$ cat config.mk
export PLATFORM = sky130hd
export DESIGN_NAME = calc1_req_sequencer
export DESIGN_NICKNAME = d
export VERILOG_FILES = /design/src/rtl/calc1_req_sequencer.sv
export SDC_FILE = /design/constraint.sdc
export NUM_CORES = 1
export LEC_CHECK = 0
export BUFFER_PORTS_ARGS = -buffer_cell sky130_fd_sc_hd__buf_2
export CORE_MARGIN = 1
export CORE_UTILIZATION = 44
export CTS_CLUSTER_SIZE = 30
export DETAILED_ROUTE_END_ITERATION = 10
export PLACE_DENSITY = 0.74
export SLEW_MARGIN = 10
export SYNTH_ARGS = -nofsm -noshare
export SYNTH_HDL_FRONTEND = slang
export SYNTH_SLANG_ARGS = --single-unit
$ cat constraint.sdc
create_clock -name c_clk -period 2.1 [get_ports c_clk]
set_input_delay 0.21 -clock c_clk [delete_from_list [all_inputs] [get_ports c_clk]]
set_output_delay 0.21 -clock c_clk [all_outputs]
set_load 0.02 [all_outputs]
$ cat src/rtl/calc1_req_sequencer.sv
// Serialises one host operation onto a calc1 requester port and returns its completion (optional CALC1_REQ_CMD_FILTER_EN).
// First cmd_out cycle 1 after acceptance; req_ready low from acceptance until the completion is taken by rsp_ready.
module calc1_req_sequencer #(
  parameter int TIMEOUT_CYCLES = 16,
  parameter int CNT_W          = 8
) (
  input  logic        c_clk,
  input  logic        reset_n,
  input  logic        req_valid,
  output logic        req_ready,
  input  logic [3:0]  req_cmd,
  input  logic [31:0] req_op1,
  input  logic [31:0] req_op2,
  output logic [3:0]  cmd_out,
  output logic [31:0] data_out,
  input  logic [1:0]  resp_in,
  input  logic [31:0] data_in,
  output logic        rsp_valid,
  input  logic        rsp_ready,
  output logic [1:0]  rsp_code,
  output logic [31:0] rsp_data,
  output logic        err_spurious
);

  typedef enum logic [2:0] {
    S_IDLE,
    S_SEND1,
    S_SEND2,
    S_WAIT,
    S_DONE
  } state_t;

  localparam logic [CNT_W-1:0] CNT_LAST = CNT_W'(TIMEOUT_CYCLES - 1);

  state_t            state;
  logic [31:0]       op2;
  logic [CNT_W-1:0]  cnt;
  logic              cmd_ok;

`ifdef CALC1_REQ_CMD_FILTER_EN
  assign cmd_ok = (req_cmd == 4'd1) || (req_cmd == 4'd2) ||
                  (req_cmd == 4'd5) || (req_cmd == 4'd6);
`else
  assign cmd_ok = 1'b1;
`endif

  // Gated with reset so the host never sees ready while the port is held in reset.
  assign req_ready = reset_n && (state == S_IDLE);

  always_ff @(posedge c_clk or negedge reset_n) begin
    if (!reset_n) begin
      state        <= S_IDLE;
      op2          <= '0;
      cnt          <= '0;
      cmd_out      <= '0;
      data_out     <= '0;
      rsp_valid    <= 1'b0;
      rsp_code     <= '0;
      rsp_data     <= '0;
      err_spurious <= 1'b0;
    end else begin
      if ((resp_in != 2'd0) && (state != S_WAIT))
        err_spurious <= 1'b1;

      case (state)
        S_IDLE: begin
          cmd_out  <= '0;
          data_out <= '0;
          if (req_valid) begin
            op2 <= req_op2;
            if (cmd_ok) begin
              state    <= S_SEND1;
              cmd_out  <= req_cmd;
              data_out <= req_op1;
            end else begin
              state     <= S_DONE;
              rsp_valid <= 1'b1;
              rsp_code  <= 2'd2;
              rsp_data  <= '0;
            end
          end
        end
        S_SEND1: begin
          state    <= S_SEND2;
          cmd_out  <= '0;
          data_out <= op2;
        end
        S_SEND2: begin
          state    <= S_WAIT;
          cmd_out  <= '0;
          data_out <= '0;
          cnt      <= '0;
        end
        S_WAIT: begin
          // A response arriving on the expiry edge takes priority over the timeout.
          if (resp_in != 2'd0) begin
            state     <= S_DONE;
            rsp_valid <= 1'b1;
            rsp_code  <= resp_in;
            rsp_data  <= data_in;
          end else if (cnt == CNT_LAST) begin
            state     <= S_DONE;
            rsp_valid <= 1'b1;
            rsp_code  <= 2'd3;
            rsp_data  <= '0;
          end else begin
            cnt <= cnt + 1'b1;
          end
        end
        S_DONE: begin
          if (rsp_ready) begin
            state     <= S_IDLE;
            rsp_valid <= 1'b0;
          end
        end
        default: state <= S_IDLE;
      endcase
    end
  end

endmodule

==> impl_metrics.ini, run 1 <==
[route]
ant_nets = 0
avgRoutedWirePerCell_um = 16.8
vias = 4029
first_pass_iters = 8
drc = 0
wl_met1_mm = 4.99
drt_iter0_markers = 256
dr_wl_met3_um = 899
totalWireLength_mm = 12.9
routed.top_layer = met4
wl_met2_mm = 6.73
viasPerCell = 5.25

[clocking]
root_buffer = clkbuf_8
cts_buffer_depth = 2
htree_levels = 4
clkLatencyLatePin_ns = 0.50
cts-buffers-inserted = 17
tritoncts = done
cts_num_sinks = 115
clkTransAtPathRegs_ns = 0.06

[finish]
utilization_pct = 73.5
mostFrequentLayoutCell = buf_2
regArea_mm2 = 0.00288
final_nets = 729
antenna_cells = 0
n_fill_cell = 636
area_growth_pct = 60.7
drive_above_1_share_pct = 40.9
final_cell_mix = buf_2 (177), dfrtp_1 (115), dlygate4sd3_1 (106), a22o_1 (36), inv_1 (34)
multi_input_area_mm2 = 0.00137

[synthesis]
synth_fa_ha_area_share_pct = 0.278
syn_area_mm2 = 0.00449
syn_area_per_cell_um2 = 13.5
syn_inst = 332
synthFlopType = dfrtp_1
synthXorXnorAreaFrac_pct = 0.195
synth_top_family_by_area = compound AO/OA/AOI/OAI gates
synth-async-reset-ratio_pct = 100
synthMuxAreaShare_pct = 8.24
synth_compound_area_share_pct = 17.3
yosysWarnings = 0
synth-edff-count = 0
syn_nets = 439
ys_ff_latch = 115
seq_area_frac_synth_pct = 64.0
synthDistinctLibCells = 35
synth-simple-area-share_pct = 4.32

[critical_path]
worstSetupStartpointType = flip-flop
cp_data_arrival_time_ns = 2.47
worstPathRequired_ns = 2.54
reg2regPathDepth = 5
timing.reg2reg.setup_slack_ns = 0.07
critPathMaxFanout = 5
r2r_end = rsp_code[1]$_DFFE_PN0P_
end_kind = flip-flop
critical_path.reg2reg.startpoint = cnt[5]$_DFFE_PN0P_
crit_type = reg2reg

[timing]
fin_skew_ns = 0.0111
fin_setup_tns_ns = 0
maxSlewHeadroom_pct = 59.4
setup_viol = 0
max_freq_mhz = 492
hold_viol = 0
worstMarginPinSlew_ns = 0.609
finalCritPeriodShare_pct = 96.9
maxSlewViolCount = 0
post-route-min-period_ns = 2.03
rsz0062_at_grt = no

[die]
rows = 36
dieHeight_um = 103
coreArea_mm2 = 0.00982
die_w_um = 103
ios = 179
die-area_mm2 = 0.0106
start_util_pct = 45.8

[power_and_ir_drop]
power_uw = 10400
p_leak_uw = 0.00374
ir_drop_v = 0.000839
powerDensity_mw_per_mm2 = 1450

[global_routing]
grt_pass1_vias = 4244
gr-usage-all-layers_pct = 24.9
grt_pass1_wl_mm = 19.9
grt_max_degree = 116
antenna_found_initial = 0
grt.overflow.total = 0

[placed_design]
dpl.hpwl_mm = 7.03
io_buffers = 178
place_congestion = 0.779

[status]
status = complete, no violations

[job]
max_cap_violations = 0

[min_path]
hp-class = in2async
==> critical path, cell delays in order, from the launching register on <==
cell and delay [ns]:
dfrtp_1 0.42, or4_4 0.57, o21ai_4 0.21, a21oi_1 0.10, a31oi_1 0.12, dlygate4sd3_1 0.55
==> synthesized netlist by cell type (4+ instances only) <==
library cell / instances / area, µm²
mux2_2: 32 / 360
clkbuf_1: 10 / 37.5
a22o_1: 36 / 315
dfrtp_1: 115 / 2880
a31oi_1: 6 / 37.5
o21ai_0: 4 / 20.0
a21oi_1: 6 / 30.0
nand3_1: 6 / 30.0
buf_2: 10 / 50.1
inv_1: 34 / 128
nand2_1: 9 / 33.8
a222oi_1: 32 / 320
==> worst max-delay path by stage <==
stage	slack, ns	start	endpoint	depth (start not counted)
after CTS	0.06	cnt[4]$_DFFE_PN0P_	rsp_code[1]$_DFFE_PN0P_	5
after global placement	0.30	cnt[4]$_DFFE_PN0P_	state[1]$_DFFE_PN0P_	4
after floorplan	0.40	cnt[4]$_DFFE_PN0P_	rsp_data[0]$_DFFE_PN0P_	5
after detailed placement	0.24	cnt[4]$_DFFE_PN0P_	rsp_data[0]$_DFFE_PN0P_	4
after global routing	0.002	cnt[5]$_DFFE_PN0P_	rsp_code[1]$_DFFE_PN0P_	5
final	0.07	cnt[5]$_DFFE_PN0P_	rsp_code[1]$_DFFE_PN0P_	5
==> per-stage QoR <==
| stage | instance area, µm² | hold slack (ns) | setup slack, ns | cells |
|---|---|---|---|---|
| after CTS | 7210 | 0.388 | 0.0627 | 767 |
| after detailed placement | 5550 | 0.360 | 0.242 | 629 |
| after global routing | 7220 | 0.435 | 0.00154 | 768 |
| after global placement | 5550 | 0.361 | 0.300 | 629 |
| final | 7220 | 0.346 | 0.0655 | 768 |
| after floorplan | 4490 | -0.0856 | 0.403 | 332 |
==> state kept, by name, indices dropped and copies added (netlist names) <==
register	flops
cnt	8
rsp_data	32
rsp_code	2
op2	32
rsp_valid	1
cmd_out	4
err_spurious	1
data_out	32
state	3
==> cell families after synthesis <==
logic type,count (synthesis)
compound gates,89
mux,33
xor+xnor,1
fa+ha+maj,1
buf+inv,58
flops,115
simple gates,35
==> area by class of cell <==
type                            count  share of cell area, %
Timing Repair Buffer              295                   28.7
Clock buffer                       20                   6.17
Sequential cell                   115                   39.9
Multi-Input combinational cell    159                   19.0
Inverter                           34                   1.77
Tap cell                          133                   2.31
Clock inverter                     12                   2.15
==> power by group <==
| part | internal (µW) | switching [µW] |
|---|---|---|
| Clock | 1870 | 1010 |
| Combinational | 1740 | 2150 |
| Sequential | 3150 | 537 |
| Total | 6750 | 3690 |
==> layer usage <==
| metal | GRT usage [%] | up-vias |
|---|---|---|
| met5 | 0 | - |
| met4 | 9.53 | 0 |
| met3 | 6.78 | 26 |
| met2 | 44.5 | 190 |
| met1 | 28.3 | 1991 |
| li1 | - | 1822 |
==> what timing repair did <==
action	in CTS	in global routing
resized for setup	0	0
hold buffers	106	0
endpoints found under the setup margin	0	1
setup buffers	0	1
endpoints found under the hold margin	220	0
Power figures use the tool's default switching activity.
==> inputs of run 2 (changes only) <==
CORE_UTILIZATION = 48   (was 44)
PLACE_DENSITY = 0.79   (was 0.74)
==> run 2 against run 1 <==
Setup slack improved by 0.025 ns. Wire length rose by 6.0%. Sequential share of layout area rose by 0.54 points. Final cell count fell by 3.8%. Clock skew barely moved. Critical endpoint is now rsp_data[13]$_DFFE_PN0P_.
==> impl_metrics.ini, run 2 (synthesis results as in run 1) <==
[status]
status = complete, no violations

[route]
first_pass_iters = 5
ant_nets = 0
drc = 0
viasPerCell = 5.55
drt_iter0_markers = 306
avgRoutedWirePerCell_um = 18.5
totalWireLength_mm = 13.7
vias = 4101

[placed_design]
dpl.hpwl_mm = 7.00
place_congestion = 0.877
dp_cells = 599
io_buffers = 178

[critical_path]
crit_type = reg2reg
cp_data_arrival_time_ns = 2.39
worstSetupStartpointType = flip-flop
critPathMaxFanout = 34
slowest_stage = or4_4
path_cells = or4_4 > o21ai_4 > buf_4 > nand2_4 > a22o_1
end_kind = flip-flop
cp_slowest_stage_delay_ns = 0.58
worstPathRequired_ns = 2.48

[finish]
final_nets = 725
final_cell_mix = buf_2 (177), dfrtp_1 (115), dlygate4sd3_1 (105), a22o_1 (36), inv_1 (34)
final_cells = 739
area_growth_pct = 58.5
mostFrequentLayoutCell = buf_2
n_fill_cell = 476
drive_above_1_share_pct = 40.6
top_regs = data_out (32), op2 (32), rsp_data (32)
antenna_cells = 0

[die]
die-area_mm2 = 0.00975
start_util_pct = 50.5
coreArea_mm2 = 0.00889
die_w_um = 98.8
ios = 179
dieHeight_um = 98.8
rows = 34

[clocking]
cts_buffer_depth = 2
tritoncts = done
cts_resized = 0
htree_levels = 4
cts_num_sinks = 115
cts-buffers-inserted = 17
clkTransAtPathRegs_ns = 0.06
root_buffer = clkbuf_8
clkLatencyLatePin_ns = 0.51

[global_routing]
grt_pass1_vias = 4316
antenna_found_initial = 0
grt_pass1_wl_mm = 21.6
grt_max_degree = 116
grt.overflow.total = 0
gr-usage-all-layers_pct = 29.3

[timing]
setup_viol = 0
hold_viol = 0
maxSlewHeadroom_pct = 60.8
rsz0062_at_grt = no
fin_setup_tns_ns = 0
max_freq_mhz = 498
finalCritPeriodShare_pct = 95.7
fin_skew_ns = 0.0115
post-route-min-period_ns = 2.01
whs_ns = 0.366
maxSlewViolCount = 0
worstMarginPinSlew_ns = 0.589

[power_and_ir_drop]
p_leak_uw = 0.00371
ir_drop_v = 0.000719
powerDensity_mw_per_mm2 = 1470

[job]
max_cap_violations = 0

[min_path]
hp-class = in2async
-- run 2: changes by cell type in the layout (fill, tap and decap cells not counted) --
cell,before,now
buf_12,3,2
buf_4,9,7
clkbuf_1,1,2
clkbuf_8,3,1
clkinv_2,3,4
clkinv_4,3,1
clkinvlp_4,2,3
dlygate4sd3_1,106,105
inv_6,1,2
-- run 2: critical path: cells and delay by family (launching register included) --
family	cells	cell delay (ns)
AND/OR/NAND/NOR	2	0.78
buffers and inverters	1	0.14
flip-flops	1	0.40
AO/OA/AOI/OAI	2	0.55
-- run 2: cell type report --
| class | instances | area, µm² | share of cell area (%) |
|---|---|---|---|
| Timing Repair Buffer | 291 | 2030 | 28.5 |
| Tap cell | 108 | 135 | 1.90 |
| Clock buffer | 19 | 422 | 5.92 |
| Sequential cell | 115 | 2880 | 40.4 |
| Inverter | 34 | 128 | 1.79 |
| Clock inverter | 13 | 159 | 2.23 |
| Multi-Input combinational cell | 159 | 1370 | 19.3 |
-- run 2: final timing paths --
check / slack, ns / cells past startpoint / from / end
max: 0.09 / 5 / cnt[7]$_DFFE_PN0P_ / rsp_data[13]$_DFFE_PN0P_
min: 0.37 / 3 / reset_n / rsp_data[13]$_DFFE_PN0P_
max reg2reg: 0.09 / 5 / cnt[7]$_DFFE_PN0P_ / rsp_data[13]$_DFFE_PN0P_
min reg2reg: 0.47 / 2 / rsp_valid$_DFFE_PN0P_ / rsp_valid$_DFFE_PN0P_
max in group asynchronous: 1.31 / 3 / reset_n / data_out[4]$_DFFE_PN0P_
min in group c_clk: 0.46 / 4 / req_op1[5] / data_out[5]$_DFFE_PN0P_
-- run 2: metal layers --
| layer | wire (µm) | track usage (%) | vias up |
|---|---|---|---|
| met4 | 370 | 14.1 | 0 |
| met2 | 7090 | 51.4 | 234 |
| met3 | 1130 | 10.4 | 34 |
| li1 | - | - | 1808 |
| met5 | 0 | 0 | - |
| met1 | 5090 | 31.4 | 2025 |
-- run 2: what timing repair did --
item	CTS	global route
setup endpoints to repair	0	1
buffers inserted	0	3
hold buffers	106	0
hold endpoints to repair	219	0
-- run 2: through the flow --
stage          cell area [µm²]  total power, µW  setup WS [ns]  util (%)
2_1_floorplan             4490             6120          0.403         -
3_3_place_gp              5470             7080          0.289      61.5
3_5_place_dp              5470             7270          0.199      61.5
4_1_cts                   7110            10300         0.0550      80.0
5_1_grt                   7120            10900         0.0393      80.1
6_report                  7120            10400         0.0907      80.1
-- run 2: where the power goes --
group | internal [µW] | total [µW] | switching (µW)
combinational | 1670 | 3890 | 2220
sequential | 3150 | 3730 | 579
clock | 1800 | 2830 | 1030
